==> config.mk <==
export PLATFORM = sky130hd
export DESIGN_NAME = game_round_controller_flat
export DESIGN_NICKNAME = d
export VERILOG_FILES = /design/src/rtl/game_round_controller_pkg.sv /design/src/rtl/game_round_controller_if.sv /design/src/rtl/game_round_controller_button_release_detect.sv /design/src/rtl/game_round_controller.sv /design/src/flat_wrapper.sv
export SDC_FILE = /design/constraint.sdc
export NUM_CORES = 1
export LEC_CHECK = 0
export BUFFER_PORTS_ARGS = -buffer_cell sky130_fd_sc_hd__buf_2
export CAP_MARGIN = 20
export CORE_UTILIZATION = 55
export DETAILED_ROUTE_END_ITERATION = 16
export GPL_ROUTABILITY_DRIVEN = 0
export PLACE_DENSITY = 0.79
export SLEW_MARGIN = 10
export SYNTH_ARGS = -nofsm -noshare
export SYNTH_HDL_FRONTEND = slang
export SYNTH_SLANG_ARGS = --single-unit
==> constraint.sdc <==
create_clock -name Clock -period 3.65 [get_ports Clock]
set_input_delay 0.1825 -clock Clock [delete_from_list [all_inputs] [get_ports Clock]]
set_output_delay 0.1825 -clock Clock [all_outputs]
set_load 0.01 [all_outputs]
==> src/rtl/game_round_controller_pkg.sv <==
// Shared definitions for the game blocks: phase encoding used on the State output.
package game_pkg;

  typedef enum logic [1:0] {
    GS_IDLE         = 2'd0,
    GS_PLAYING      = 2'd1,
    GS_PAUSED       = 2'd2,
    GS_INTERMISSION = 2'd3
  } game_state_t;

endpackage

==> src/rtl/game_round_controller_if.sv <==
// Button/time-base inputs and phase/countdown outputs of the round controller.
interface game_round_controller_if #(
  parameter int TIME_W  = 8,
  parameter int ROUND_W = 2
);
  logic               StartGame;
  logic               PauseGame;
  logic               Tick;
  logic [1:0]         State;
  logic [TIME_W-1:0]  TimeLeft;
  logic [ROUND_W-1:0] Round;
  logic               RoundDone;
  logic               GameDone;

  modport master (
    output StartGame, PauseGame, Tick,
    input  State, TimeLeft, Round, RoundDone, GameDone
  );

  modport slave (
    input  StartGame, PauseGame, Tick,
    output State, TimeLeft, Round, RoundDone, GameDone
  );
endinterface

==> src/rtl/game_round_controller_button_release_detect.sv <==
// Press-then-release qualifier: one-cycle Release pulse after a seen rising then falling edge.
module button_release_detect (
  input  logic Clock,
  input  logic Reset,
  input  logic Button,
  output logic Release
);
  logic button_reg;
  logic armed_reg;
  logic release_reg;

  // button_reg resets high so a button held through reset never produces a rising edge.
  always_ff @(posedge Clock) begin
    if (Reset) begin
      button_reg  <= 1'b1;
      armed_reg   <= 1'b0;
      release_reg <= 1'b0;
    end else begin
      button_reg  <= Button;
      release_reg <= button_reg & ~Button & armed_reg;
      if (!button_reg && Button)
        armed_reg <= 1'b1;
      else if (button_reg && !Button)
        armed_reg <= 1'b0;
    end
  end

  assign Release = release_reg;
endmodule

==> src/rtl/game_round_controller.sv <==
// Multi-round game sequencer with internal per-round countdown and button release qualification.
module game_round_controller
  import game_pkg::*;
#(
  parameter int ROUND_TICKS = 60,
  parameter int NUM_ROUNDS  = 3,
  parameter int TIME_W      = 8,
  parameter int ROUND_W     = 2
) (
  input logic                    Clock,
  input logic                    Reset,
  game_round_controller_if.slave bus
);
  localparam logic [TIME_W-1:0]  RELOAD    = TIME_W'(ROUND_TICKS);
  localparam logic [ROUND_W-1:0] LAST_RND  = ROUND_W'(NUM_ROUNDS);
  localparam logic [ROUND_W-1:0] FIRST_RND = ROUND_W'(1);

  logic [1:0] button_vec;
  logic [1:0] release_vec;
  logic       start_rel;
  logic       pause_rel;

  assign button_vec = {bus.PauseGame, bus.StartGame};
  assign start_rel  = release_vec[0];
  assign pause_rel  = release_vec[1];

  generate
    for (genvar gi = 0; gi < 2; gi++) begin : g_btn
      button_release_detect u_det (
        .Clock   (Clock),
        .Reset   (Reset),
        .Button  (button_vec[gi]),
        .Release (release_vec[gi])
      );
    end
  endgenerate

  game_state_t        state_reg;
  logic [TIME_W-1:0]  time_left_reg;
  logic [ROUND_W-1:0] round_reg;
  logic               round_done_reg;
  logic               game_done_reg;

  always_ff @(posedge Clock) begin
    if (Reset) begin
      state_reg      <= GS_IDLE;
      time_left_reg  <= RELOAD;
      round_reg      <= '0;
      round_done_reg <= 1'b0;
      game_done_reg  <= 1'b0;
    end else begin
      round_done_reg <= 1'b0;
      game_done_reg  <= 1'b0;
      case (state_reg)
        GS_IDLE: begin
          // Continuous reload also clears the one-cycle TimeLeft=0 left by game over.
          time_left_reg <= RELOAD;
          round_reg     <= '0;
          if (start_rel) begin
            state_reg <= GS_PLAYING;
            round_reg <= FIRST_RND;
          end
        end
        GS_PLAYING: begin
          if (bus.Tick && time_left_reg <= TIME_W'(1)) begin
            time_left_reg  <= '0;
            round_done_reg <= 1'b1;
            if (round_reg >= LAST_RND) begin
              game_done_reg <= 1'b1;
              state_reg     <= GS_IDLE;
            end else begin
              state_reg <= GS_INTERMISSION;
            end
          end else begin
            if (bus.Tick)
              time_left_reg <= time_left_reg - TIME_W'(1);
            if (pause_rel)
              state_reg <= GS_PAUSED;
          end
        end
        GS_PAUSED: begin
          if (start_rel) begin
            state_reg     <= GS_IDLE;
            time_left_reg <= RELOAD;
            round_reg     <= '0;
          end else if (pause_rel) begin
            state_reg <= GS_PLAYING;
          end
        end
        GS_INTERMISSION: begin
          if (start_rel) begin
            state_reg     <= GS_PLAYING;
            time_left_reg <= RELOAD;
            if (round_reg < LAST_RND)
              round_reg <= round_reg + ROUND_W'(1);
          end
        end
        default: state_reg <= GS_IDLE;
      endcase
    end
  end

  assign bus.State     = state_reg;
  assign bus.TimeLeft  = time_left_reg;
  assign bus.Round     = round_reg;
  assign bus.RoundDone = round_done_reg;
  assign bus.GameDone  = game_done_reg;
endmodule

==> src/flat_wrapper.sv <==
// flat-port wrapper written by rule: the top's interface ports become plain ports
module game_round_controller_flat import game_pkg::*;
#(
  parameter int ROUND_TICKS = 60,
  parameter int NUM_ROUNDS  = 3,
  parameter int TIME_W      = 8,
  parameter int ROUND_W     = 2
)
  (Clock, Reset, bus_StartGame, bus_PauseGame, bus_Tick, bus_State, bus_TimeLeft, bus_Round, bus_RoundDone, bus_GameDone);
  game_round_controller_if #(.TIME_W(TIME_W), .ROUND_W(ROUND_W)) bus_i ();
  input logic Clock;
  input logic Reset;
  input wire logic [$bits(bus_i.StartGame)-1:0] bus_StartGame;
  input wire logic [$bits(bus_i.PauseGame)-1:0] bus_PauseGame;
  input wire logic [$bits(bus_i.Tick)-1:0] bus_Tick;
  output wire logic [$bits(bus_i.State)-1:0] bus_State;
  output wire logic [$bits(bus_i.TimeLeft)-1:0] bus_TimeLeft;
  output wire logic [$bits(bus_i.Round)-1:0] bus_Round;
  output wire logic [$bits(bus_i.RoundDone)-1:0] bus_RoundDone;
  output wire logic [$bits(bus_i.GameDone)-1:0] bus_GameDone;
  assign bus_i.StartGame = bus_StartGame;
  assign bus_i.PauseGame = bus_PauseGame;
  assign bus_i.Tick = bus_Tick;
  assign bus_State = bus_i.State;
  assign bus_TimeLeft = bus_i.TimeLeft;
  assign bus_Round = bus_i.Round;
  assign bus_RoundDone = bus_i.RoundDone;
  assign bus_GameDone = bus_i.GameDone;
  game_round_controller #(.ROUND_TICKS(ROUND_TICKS), .NUM_ROUNDS(NUM_ROUNDS), .TIME_W(TIME_W), .ROUND_W(ROUND_W)) u_core (.Clock(Clock), .Reset(Reset), .bus(bus_i));
endmodule
==> results of run 1 <==
[how the worst max path moves through the flow]
stage | startpoint | endpoint | slack [ns] | cells past startpoint
CTS | u_core.bus.State[0] | u_core.bus.TimeLeft[5] | 1.78 | 6
finish | u_core.bus.State[0] | u_core.bus.TimeLeft[5] | 1.77 | 6
detailed placement | u_core.bus.State[0] | u_core.bus.TimeLeft[5] | 1.84 | 6
floorplan | u_core.bus.TimeLeft[0] | u_core.bus.TimeLeft[5] | 1.87 | 6
global route | u_core.bus.State[0] | u_core.bus.State[0] | 1.63 | 6
global placement | u_core.bus.State[0] | u_core.bus.TimeLeft[5] | 1.90 | 6
[cells by family after synthesis]
kind of cell,count (synthesis)
flip-flops,20
XOR/XNOR,2
adder cells (fa/ha/maj),12
AND/OR/NAND/NOR,49
multiplexers,3
buffers and inverters,12
AO/OA/AOI/OAI,19
[power breakdown]
group / switching, mW / internal [mW] / total (mW)
sequential: 0.0186 / 0.234 / 0.252
clock: 0.0647 / 0.111 / 0.176
combinational: 0.112 / 0.0808 / 0.193
total: 0.195 / 0.425 / 0.620
[layout make-up]
type,count,area share (%)
flip-flops and latches,20,31.7
multi-input cells,85,51.0
clock buffers,3,1.78
clock inverters,1,2.37
well taps,25,2.47
inverters,12,3.56
repair buffers,18,7.12
[per-layer routing]
metal  vias up  part of all wire [%]
met4         0                  0.60
li1        455                     -
met1       406                    46
met2        24                    49
met5         -                     0
met3         2                   4.1
[layout by cell type (no fill, tap or decap), types with 2 or more instances in the layout]
cell	netlist	layout
sky130_fd_sc_hd__dfxtp_1	20	20
sky130_fd_sc_hd__mux2i_1	3	3
sky130_fd_sc_hd__or4_1	2	2
sky130_fd_sc_hd__o21ai_0	4	4
sky130_fd_sc_hd__nand3_1	7	7
sky130_fd_sc_hd__or3_2	2	2
sky130_fd_sc_hd__inv_1	12	12
sky130_fd_sc_hd__nand2b_1	3	3
sky130_fd_sc_hd__or3_1	2	2
sky130_fd_sc_hd__nand4_1	2	2
sky130_fd_sc_hd__and2_1	3	3
sky130_fd_sc_hd__a21oi_1	4	4
sky130_fd_sc_hd__a31oi_1	3	3
sky130_fd_sc_hd__clkbuf_4	0	3
sky130_fd_sc_hd__nor2_1	7	7
sky130_fd_sc_hd__and3_1	3	3
sky130_fd_sc_hd__buf_2	0	18
sky130_fd_sc_hd__nand2_1	9	9
sky130_fd_sc_hd__ha_1	12	12
sky130_fd_sc_hd__a221oi_1	2	2
[metrics by stage]
step           setup WS (ns)  utilization (%)  cells
3_5_place_dp            1.84             67.3    160
6_report                1.77             70.2    164
4_1_cts                 1.78             70.2    164
3_3_place_gp            1.90             67.3    160
2_1_floorplan           1.87                -    117
5_1_grt                 1.63             70.2    164
[critical path, cell delays in order, from the launching register on]
cell and delay [ns]:
sky130_fd_sc_hd__dfxtp_1 0.42, sky130_fd_sc_hd__inv_1 0.10, sky130_fd_sc_hd__ha_1 0.28, sky130_fd_sc_hd__o21bai_4 0.26, sky130_fd_sc_hd__nand4_4 0.15, sky130_fd_sc_hd__or4_1 0.51
sky130_fd_sc_hd__nand3_1 0.09
==> summary.md, run 1 <==
By area the synthesized netlist is led by sky130_fd_sc_hd__dfxtp_1, sky130_fd_sc_hd__ha_1, sky130_fd_sc_hd__inv_1. The number of endpoints failing setup at the final stage is 0. Number of flops mapped to enable cells by yosys: 0. Setup repair after global routing left no endpoint under its margin.

The synthesized netlist devotes 12.4% of its cell area to compound gates. Most used flip-flop cell after synthesis: sky130_fd_sc_hd__dfxtp_1. After synthesis, the most frequently instantiated cells are sky130_fd_sc_hd__dfxtp_1, sky130_fd_sc_hd__ha_1, sky130_fd_sc_hd__inv_1. After detailed routing, the number of vias per cell comes to 5.41. The cell area after placement was 1210 sq um. For this design, the CTS-stage hold fixing added 0 buffers.

The buffer type at the clock tree root was sky130_fd_sc_hd__clkbuf_4. The maximum achievable frequency is 533 MHz. The count of nets left with antenna violations once routing finished came out at 0.

Between clock sinks in the finished design, the worst skew comes to 0.00603 ns. The count of buffers added on input and output ports is 18. The post-CTS resize count was 0; the fraction of registers with async set or reset after synthesis was 0%.

The height of the die was 46.5 microns; the met1 global-route usage was 26.5%. For the number of nets in the layout, the log shows 157. The flow ran to the end, and the final reports show no timing, DRC or antenna violations.

Final cell area excluding filler cells: 1260 sq um. The tree built by TritonCTS fans out to 20 sinks. Of the total synthesized cell area, the portion taken by AND, OR, NAND and NOR gates is 28.7%.

The wire length of the first global-routing pass was 3370 microns. Kind of capture point of the worst setup path: a flop. The tools report the initial core utilization as 60.6%.

The startpoint type of the worst setup path is a flop. The path class of the tightest hold or removal check is in -> reg. The sequential cell area is 400 sq um, and the final count of hold timing violations is 0. Clock tree synthesis inserted a total of 3 buffers. The synthesized-area fraction occupied by adder cells was 13.8%.

The largest family of logic cells by synthesized area was simple AND/OR/NAND/NOR gates. The worst-case IR drop observed on VDD is 349 uV. The number of global-route vias before repair was 813. The path with the worst hold slack has its endpoint at u_core.g_btn[0].u_det.button_reg. The analysis attributes to cell leakage a power of 0.569 nW.

The first detailed-routing pass took 4 iterations. Summing over every cut layer, the via total after detailed routing is 887. Number of cell instances on the worst register-to-register path: 6.

The ratio of cells with drive above 1 in the final layout works out to 21.6%. Maximum number of pins on one net before global-route repair: 13. The first routing iteration left 10 violations. The data required time at the worst endpoint is 3.89 ns, and the flop and latch count out of synthesis is 20. The number of antenna violations at the first check in global routing is 0, and the met3 capacity usage during global routing is 7.84%.

The multiplexer fraction of the synthesized cell area was 2.75%; the final critical delay including setup and external delays was 1.88 ns. Counting distinct cell types in the post-synthesis netlist gives 35. The most common cell in the synthesized netlist is sky130_fd_sc_hd__dfxtp_1. The library cell with the largest summed area after synthesis is sky130_fd_sc_hd__dfxtp_1.

The worst hold path passes through 3 cells. Hold path startpoint: bus_StartGame. The part of the cycle the worst path needs came out at 51.4%.

The full die area was 2170 sq um; the number of inserted filler cells in the final layout was 161. Across the run, the number of max-cap violations was 0. Summed over all nets, the half-perimeter wirelength after detailed placement is 1590 microns. The global routing stage identified its most utilized layer as met2.

The synthesis-to-finish area growth works out to 15.9%. TritonCTS built the clock tree. The total number of placement rows was 15; the setup total negative slack was 0 ns. Setup slack on the worst reg-to-reg path comes out at 1.77 ns.

The cell count after synthesis was 117. For the remaining global-route overflow, the log shows 0. The number of nets handed over by synthesis was 134. Total routed wirelength: 2000 microns.

The flip-flop count of the largest register after layout is 8, and the number of warnings issued by yosys is 0. After layout, the design draws a total of 620 uW. Reg-to-reg endpoint: u_core.bus.TimeLeft[5]. The mean instance size in the synthesized netlist was 9.33 sq um; the worst-skew pair later-pin latency was 0.30 ns. The die width was 46.5 microns. The largest buffer count on any clock path was 2; the routed length per placed instance was 12.2 microns. The type of the worst setup path was reg -> reg. The number of setup buffers added after CTS came out at 0. The fraction of synthesized cell area taken by the top area cell type is 36.7%. After detailed routing, the number of remaining DRC violations is 0. On the final layout, the worst hold slack is 0.0896 ns. Area of the core region: 1800 sq um. The number of antenna diodes in the final layout is 0. The cell area after synthesis is 1090 sq um. The slew of the pin with the lowest slew margin was 0.426 ns; the met2 demand-to-capacity share in global routing was 36.4%.

The tools report the startpoint of the most critical register-to-register path as u_core.bus.State[0]. Power spread over the standard cell area amounts to 490 nW/um^2. The logs give 19 for the top-level I/O count and 646 sq um for the area of the multi-input gates.

The worst slew margin relative to its limit was 71.3%. The xor and xnor fraction of the mapped netlist area came out at 1.61%. Sequential cells were found to cover 36.7% of the synthesized design area. For the total routing resource utilization after global routing, the log shows 21.7%.

The number of max-slew violations in the final report is 0. Clock-pin slew was measured on the worst setup and hold paths at 0.11 ns. Of all nets on the critical path, the largest fanout is 7.

For the worst setup path, the data arrival time is 2.12 ns. The run gives 1 as the maximum level of the CTS H-tree.
No activity file was read; power rests on OpenSTA's default activity.
==> run 2, diff against run 1 <==
--- a/config.mk
+++ b/config.mk
@@ -7,10 +7,10 @@
 export LEC_CHECK = 0
 export BUFFER_PORTS_ARGS = -buffer_cell sky130_fd_sc_hd__buf_2
 export CAP_MARGIN = 20
-export CORE_UTILIZATION = 55
+export CORE_UTILIZATION = 49
 export DETAILED_ROUTE_END_ITERATION = 16
 export GPL_ROUTABILITY_DRIVEN = 0
-export PLACE_DENSITY = 0.79
+export PLACE_DENSITY = 0.74
 export SLEW_MARGIN = 10
 export SYNTH_ARGS = -nofsm -noshare
 export SYNTH_HDL_FRONTEND = slang
==> constraint.sdc (replaced) <==
create_clock -name Clock -period 1.7 [get_ports Clock]
set_input_delay 0.085 -clock Clock [delete_from_list [all_inputs] [get_ports Clock]]
set_output_delay 0.085 -clock Clock [all_outputs]
set_load 0.01 [all_outputs]
==> run 2 against run 1 <==
Net effect: via count grew 8.8%; sequential share of layout area shrank 2.9 points; hold slack lost 0.050 ns; clock power grew 64%; sequential cell count is the same; clock skew shrank 0.0052 ns; total power grew 130%; global-route usage shrank 1.9 points.
==> summary.md, run 2 (synthesis results as in run 1) <==
The flow ran to the end, and the final reports show no timing, DRC or antenna violations. Proportion of power drawn by combinational gates: 41.0% (+10 points). CTS sink count: 20 (unchanged). The buffer type at the clock tree root is sky130_fd_sc_hd__clkbuf_4. The run gives 19 (unchanged) as the top-level I/O count. The logs give 1.94 ns (-0.18 ns) for the signal arrival time at the worst endpoint and 0 (unchanged) for the count of nets left with antenna violations after detail routing. The run gives 169 (+7.6%) as the number of nets in the layout. The routed length per placed instance was 13.6 microns (+12%). The cell class contributing the biggest share of worst-path delay was simple AND/OR/NAND/NOR gates. The run gives 503 uW (+160%) as the switching power. The met1 layer wirelength in the final routing came out at 1110 microns (+20%).

The tools report the portion of total power attributed to sequential cells as 38.8% (-1.8 points). The maximum ir drop on the vdd rail was 657 uV (+88%); the final critical delay including setup and external delays was 1.68 ns (-0.194 ns). Final worst clock skew: 0.000784 ns (-0.00524 ns). The run gives 1.96 ns (-1.93 ns) as the data required time at the worst endpoint.

The tools report the via count as 965 (+8.8%). The number of endpoints failing setup at the final stage was 0 (unchanged). The ratio of cells with drive above 1 in the final layout came out at 38.4% (+17 points). The post-detailed-route via-to-cell ratio came out at 5.42 (+0.24%). TritonCTS built the clock tree.

Clock transition at the register clock pins on the worst setup and hold paths after CTS: 0.12 ns (about the same). The uppermost signal routing layer after detailed routing was met4. The critical-path maximum fanout was 6 (-1).

The number of antenna violations at the first check in global routing was 0 (unchanged). STA classifies the critical path endpoint as a flop. The tools report the static leakage power as 0.632 nW (+11%). The flip-flop count of the largest register after layout was 8 (unchanged); the number of global-route vias before repair was 888 (+9.2%). The TritonCTS buffer count was 3 (unchanged); the met2 wire length was 1230 microns (+26%).

Height of the die: 49.2 microns (+5.7%). The number of buffers added on ports was 18 (unchanged). The run gives 1270 sq um (+4.7%) as the cell area after placement. Tracing the worst setup path back leads to its startpoint at u_core.bus.State[0].

For the remaining global-route overflow, the log shows 0 (unchanged). The final count of hold timing violations is 0 (unchanged). The half-perimeter wire length after placement is 1630 microns (+2.8%), and the clock network fraction of total power is 20.3% (-8.0 points). Startpoint type of the worst setup path: a flop. The initial DRC count came out at 19 (+9). The area of the core region is 2020 sq um (+12%). The path class of the tightest hold or removal check is in -> reg. The cell at the slowest stage of the critical path was sky130_fd_sc_hd__or4_4. The fraction of power spent switching nets was 35.4% (+4.0 points); the buffer and inverter count on the worst path was 1 (unchanged).

The full die area came out at 2420 sq um (+12%). The delay contributed by the slowest stage of the critical path is 0.53 ns (+0.02 ns), and the final cell area excluding filler cells is 1420 sq um (+12%). The total number of placement rows came out at 16 (+1). The logs give 917 uW (+120%) for the internal power component and 70.0% (-0.16 points) for the post-route core utilization.

Part of the cycle the worst path needs: 99.1% (+48 points). The maximum level of the CTS H-tree is 1 (unchanged). For the number of max-capacitance violations reported, the log shows 0 (unchanged).

Traced cell by cell, the critical path runs through inv_2, ha_2, o21bai_4, nand4_4, or4_4, nand3_1. The slew of the pin with the lowest slew margin came out at 0.354 ns (-0.0718 ns). The library cell used most frequently in the layout, excluding fill and tap cells, is sky130_fd_sc_hd__buf_2. Hold path startpoint: Reset.

The die width was 49.2 microns (+5.7%). The total routed wirelength is 2420 microns (+21%), and the amount of wire on met3 after detailed routing is 69 microns (-16%). For the number of max-slew violations in the final report, the log shows 0 (unchanged). In the layout the commonest cells are sky130_fd_sc_hd__buf_2, sky130_fd_sc_hd__dfxtp_1, sky130_fd_sc_hd__buf_4. The largest buffer count on any clock path is 2 (unchanged).

The number of design rule violations left after detail routing is 0 (unchanged), and the power density relative to cell area is 1000 nW/um^2 (+100%). The antenna cell count was 0 (unchanged). In this run the critical register-to-register path is launched from u_core.bus.State[0]. The run gives 54.0% (-6.6 points) as the initial core utilization. The run gives 76.4% (+5.1 points) as the worst slew margin relative to its limit. The worst-skew pair later-pin latency was 0.30 ns (about the same); the length of the first detailed-routing pass in iterations was 4 (unchanged). From synthesis to final layout, the design area changed by 29.8%. Setup repair after global routing could not meet its margin everywhere.

The total routing resource utilization after global routing is 19.9% (-1.9 points). For the wire length of the first global-routing pass, the log shows 3770 microns (+12%). Number of inserted filler cells in the final layout: 160 (-0.62%).

The worst setup path is of the reg -> reg kind. The tools report the maximum number of pins on one net before global-route repair as 12 (-1). The tools report the maximum achievable frequency as 594 MHz (+11%).
==> run 2: cell count changes in the layout (fill, tap and decap cells not counted), moves of 3 or more <==
| cell | before | now |
|---|---|---|
| sky130_fd_sc_hd__buf_4 | 0 | 10 |
| sky130_fd_sc_hd__dfxtp_1 | 20 | 16 |
| sky130_fd_sc_hd__dfxtp_2 | 0 | 3 |
| sky130_fd_sc_hd__ha_1 | 12 | 9 |
| sky130_fd_sc_hd__inv_1 | 12 | 9 |
==> run 2: power by group through the flow <==
| stage | sequential (mW) | combinational [mW] | clock, mW |
|---|---|---|---|
| finish | 0.550 | 0.582 | 0.288 |
| detailed placement | 0.554 | 0.473 | 0 |
| floorplan | 0.565 | 0.295 | 0 |
| global placement | 0.551 | 0.462 | 0 |
| global route | 0.554 | 0.636 | 0.310 |
| CTS | 0.543 | 0.494 | 0.292 |
==> run 2: path summary, 6_finish.rpt <==
| path | end | slack, ns | depth (start not counted) |
|---|---|---|---|
| worst min-delay path | u_core.bus.Round[1] | 0.04 | 2 |
| worst max-delay path | u_core.bus.TimeLeft[5] | 0.02 | 6 |
| worst min register to register | u_core.bus.Round[1] | 0.48 | 2 |
| worst max register to register | u_core.bus.TimeLeft[5] | 0.02 | 6 |
==> run 2: cell type report <==
type	count	area [sq um]	area share [%]
multi-input cells	85	706	49.8
flip-flops and latches	20	408	28.8
repair buffers	30	185	13.1
inverters	12	47.5	3.36
clock buffers	4	36.3	2.56
well taps	27	33.8	2.39
==> run 2: what timing repair did <==
item | in CTS | in global routing
resized for setup | 4 | 14
hold buffers | 2 | 0
hold endpoints to repair | 2 | 0
endpoints found under the setup margin | 4 | 7
setup buffers | 0 | 3
pin swaps | 1 | 3
gates cloned | 0 | 0
==> run 2: through the flow <==
step                power, mW  std cells  hold slack [ns]  worst slack [ns]  TNS, ns
floorplan               0.860        117            0.154          0.000579        0
global placement         1.01        169            0.294            0.0272        0
detailed placement       1.03        169            0.308           -0.0160  -0.0284
CTS                      1.33        175           0.0311           0.00432        0
global route             1.50        178           0.0409           -0.0532   -0.100
finish                   1.42        178           0.0392            0.0161        0
==> run 2: metal layers <==
layer | up-vias | track usage (%)
met1 | 455 | 25.1
met4 | 0 | 5.88
met3 | 2 | 2.80
met2 | 23 | 34.7
met5 | - | 0
li1 | 485 | -
==> run 3, diff against run 2 <==
--- a/config.mk
+++ b/config.mk
@@ -5,12 +5,11 @@
 export SDC_FILE = /design/constraint.sdc
 export NUM_CORES = 1
 export LEC_CHECK = 0
-export BUFFER_PORTS_ARGS = -buffer_cell sky130_fd_sc_hd__buf_2
+export BUFFER_PORTS_ARGS = -buffer_cell sky130_fd_sc_hd__buf_4
 export CAP_MARGIN = 20
-export CORE_UTILIZATION = 49
+export CORE_UTILIZATION = 40
 export DETAILED_ROUTE_END_ITERATION = 16
 export GPL_ROUTABILITY_DRIVEN = 0
-export PLACE_DENSITY = 0.74
 export SLEW_MARGIN = 10
 export SYNTH_ARGS = -nofsm -noshare
 export SYNTH_HDL_FRONTEND = slang
==> run 3 against run 2 <==
Net effect: first-iteration DRC count is 5.3% lower; highest routed layer is now met3; clock-buffer cell count did not move; clock power down 3%; critical path type unchanged.
==> summary.md, run 3 (synthesis results as in run 1) <==
The run finished with clean final reports. The clock network fraction of total power is 19.4% (-0.9 points). The fraction of power spent switching nets works out to 33.5% (-1.9 points). In this run the critical register-to-register path is launched from u_core.bus.State[1].

For the number of design rule violations left after detail routing, the log shows 0 (unchanged). The total routed wirelength came out at 2360 microns (-2.4%). The cell class contributing the biggest share of worst-path delay is compound AO/OA/AOI/OAI gates. The most common cell after layout, fill and taps aside was sky130_fd_sc_hd__buf_4. The switching power was 480 uW (-4.5%); the critical-path maximum fanout was 5 (-1). The top-level I/O count is 19 (unchanged).

The data required time at the worst endpoint is 1.95 ns (about the same), and the post-place setup slack is -0.0478 ns (-0.0318 ns). The proportion of power drawn by combinational gates was 42.7% (+1.7 points). The tools report the kind of capture point of the worst setup path as a flop.

The height of the die came out at 54.2 microns (+10%). For the internal power component, the log shows 951 uW (+3.8%). The library cells used most frequently in the layout, excluding fill and tap cells, are sky130_fd_sc_hd__buf_4, sky130_fd_sc_hd__dfxtp_1, sky130_fd_sc_hd__inv_1, sky130_fd_sc_hd__ha_1, sky130_fd_sc_hd__nand2_1.

TritonCTS built the clock tree. Number of buffers added on ports: 18 (unchanged). The portion of total power attributed to sequential cells was 37.9% (-0.9 points); the remaining global-route overflow was 0 (unchanged). For the maximum level of the CTS H-tree, the log shows 1 (unchanged). The run gives 0 (unchanged) as the number of max-capacitance violations reported. Delay contributed by the slowest stage of the critical path: 0.39 ns (-0.14 ns). For the worst slew margin relative to its limit, the log shows 73.7% (-2.7 points). The maximum achievable frequency was 588 MHz (-0.92%). The total routing resource utilization after global routing came out at 17.3% (-2.6 points). The area of the core region was 2520 sq um (+25%). The tools report the static leakage power as 0.653 nW (+3.3%).

The run gives 20 (unchanged) as the CTS sink count. The initial DRC count came out at 18 (-1). The slew of the pin with the lowest slew margin works out to 0.394 ns (+0.0398 ns). The critical path depth in cells is 6 (unchanged), and the initial core utilization is 43.3% (-11 points). The ratio of cells with drive above 1 in the final layout came out at 35.7% (-2.7 points). Total number of placement rows: 18 (+2).

The tools report the wire length of the first global-routing pass as 3750 microns (-0.56%). For the maximum number of pins on one net before global-route repair, the log shows 12 (unchanged). The run gives 0 (unchanged) as the number of max-slew violations in the final report. The final critical delay including setup and external delays was 1.70 ns (+0.0157 ns); the post-detailed-route via-to-cell ratio was 5.20 (-4.2%).

The startpoint identified for the worst hold timing path is bus_Tick. For the number of endpoints failing setup at the final stage, the log shows 0 (unchanged). The signal on the critical path passes through inv_1, ha_1, nor2b_1, o2111ai_2, a221oi_1, o21a_1. The number of nets in the layout is 172 (+1.8%), and the length of the first detailed-routing pass in iterations is 4 (unchanged).

The count of nets left with antenna violations after detail routing is 0 (unchanged), and the TritonCTS buffer count is 3 (unchanged). For the maximum ir drop on the vdd rail, the log shows 581 uV (-12%). The worst-skew pair later-pin latency came out at 0.30 ns (about the same).

Setup repair after global routing could not meet its margin everywhere. The number of antenna violations at the first check in global routing is 0 (unchanged). The die width is 54.2 microns (+10%), and the antenna cell count is 0 (unchanged). For hold timing, the worst endpoint is u_core.bus.State[0]. Full die area: 2940 sq um (+22%).

The largest buffer count on any clock path is 2 (unchanged). The number of global-route vias before repair is 827 (-6.9%). The critical path is of the reg -> reg type. The endpoint identified for the worst register-to-register timing path is u_core.bus.State[1]. The part of the cycle the worst path needs is 100% (+0.92 points), and the clock transition at the register clock pins on the worst setup and hold paths after CTS is 0.12 ns (about the same). The run gives 1.95 ns (about the same) as the signal arrival time at the worst endpoint.

Hold-critical path depth: 4 (+2). Clock tree synthesis selected as its root buffer the cell sky130_fd_sc_hd__clkbuf_4. The tools report the setup slack of the most critical reg-to-reg path as 0.0004 ns (-0.02 ns).

The via count is 956 (-0.93%), and the buffer and inverter count on the worst path is 1 (unchanged). The synthesis-to-finish area growth was 34.2%; the number of cell instances on the worst register-to-register path was 6 (unchanged). The power density relative to cell area came out at 978 nW/um^2 (-2.4%). Placed cell count: 172 (+1.8%).

The routed length per placed instance is 12.8 microns (-5.6%). The largest individual stage delay along the critical path comes from the cell sky130_fd_sc_hd__dfxtp_2. The setup total negative slack was 0 ns (unchanged). The flip-flop count of the largest register after layout is 8 (unchanged). For the post-route worst setup slack, the log shows 0.000414 ns (-0.0157 ns). The run gives 0 (unchanged) as the final count of hold timing violations. The startpoint type of the worst setup path was a flop. The non-filler instance count after layout was 184 (+3.4%). The final worst clock skew is 0.00466 ns (+0.00388 ns). The tools report the half-perimeter wire length after placement as 1690 microns (+3.8%). The tightest min-delay check is of the in -> reg type.
[run 3: power groups by stage]
stage	registers, mW	clock network (mW)	logic, mW
2_1_floorplan	0.565	0	0.295
3_3_place_gp	0.549	0	0.472
3_5_place_dp	0.553	0	0.478
4_1_cts	0.541	0.285	0.514
5_1_grt	0.548	0.314	0.670
6_report	0.542	0.278	0.611
[run 3: worst max-delay path by stage]
stage,start,end
5_1_grt,u_core.bus.State[1],u_core.bus.State[1]
6_report,u_core.bus.State[1],u_core.bus.State[1]
3_5_place_dp,u_core.bus.State[1],u_core.bus.State[0]
3_3_place_gp,u_core.bus.State[1],u_core.bus.TimeLeft[5]
4_1_cts,u_core.bus.TimeLeft[1],u_core.bus.TimeLeft[5]
2_1_floorplan,u_core.bus.TimeLeft[0],u_core.bus.TimeLeft[5]
[run 3: final cells by class]
| class | instances | area [sq um] |
|---|---|---|
| Multi-Input combinational cell | 85 | 682 |
| Sequential cell | 20 | 408 |
| Clock buffer | 4 | 36.3 |
| Tap cell | 30 | 37.5 |
| Fill cell | 235 | 1060 |
| Timing Repair Buffer | 33 | 255 |
| Inverter | 12 | 45.0 |
[run 3: metrics by stage]
step	power, mW	util, %	hold WS [ns]	cell area, sq um
CTS	1.34	55.9	0.00388	1410
floorplan	0.860	-	0.154	1090
global route	1.53	58.0	0.274	1460
finish	1.43	58.0	0.262	1460
detailed placement	1.03	52.3	0.301	1320
global placement	1.02	52.3	0.289	1320
[run 3: metal layers]
layer	GRT usage, %	share of wire (%)	wire length [microns]	vias up
met5	0	0	0	-
met4	1.28	0	0	0
met3	4.17	2.4	56	0
met2	25.8	46	1090	14
met1	25.8	51	1220	455
li1	-	-	-	487
[run 3: repair_timing]
action                                  CTS  global route
endpoints found under the setup margin    5             9
buffers inserted                          2             3
pin swaps                                 2             4
hold buffers                              2             1
gates resized for setup                   5             7
hold endpoints to repair                  2             1
[run 3: worst register-to-register path, delay by kind of cell (launching register included)]
kind / cells / cell delay [ns]
buffers and inverters: 1 / 0.08
adder cells (fa/ha/maj): 1 / 0.35
AO/OA/AOI/OAI: 3 / 0.65
flip-flops: 1 / 0.39
AND/OR/NAND/NOR: 1 / 0.18
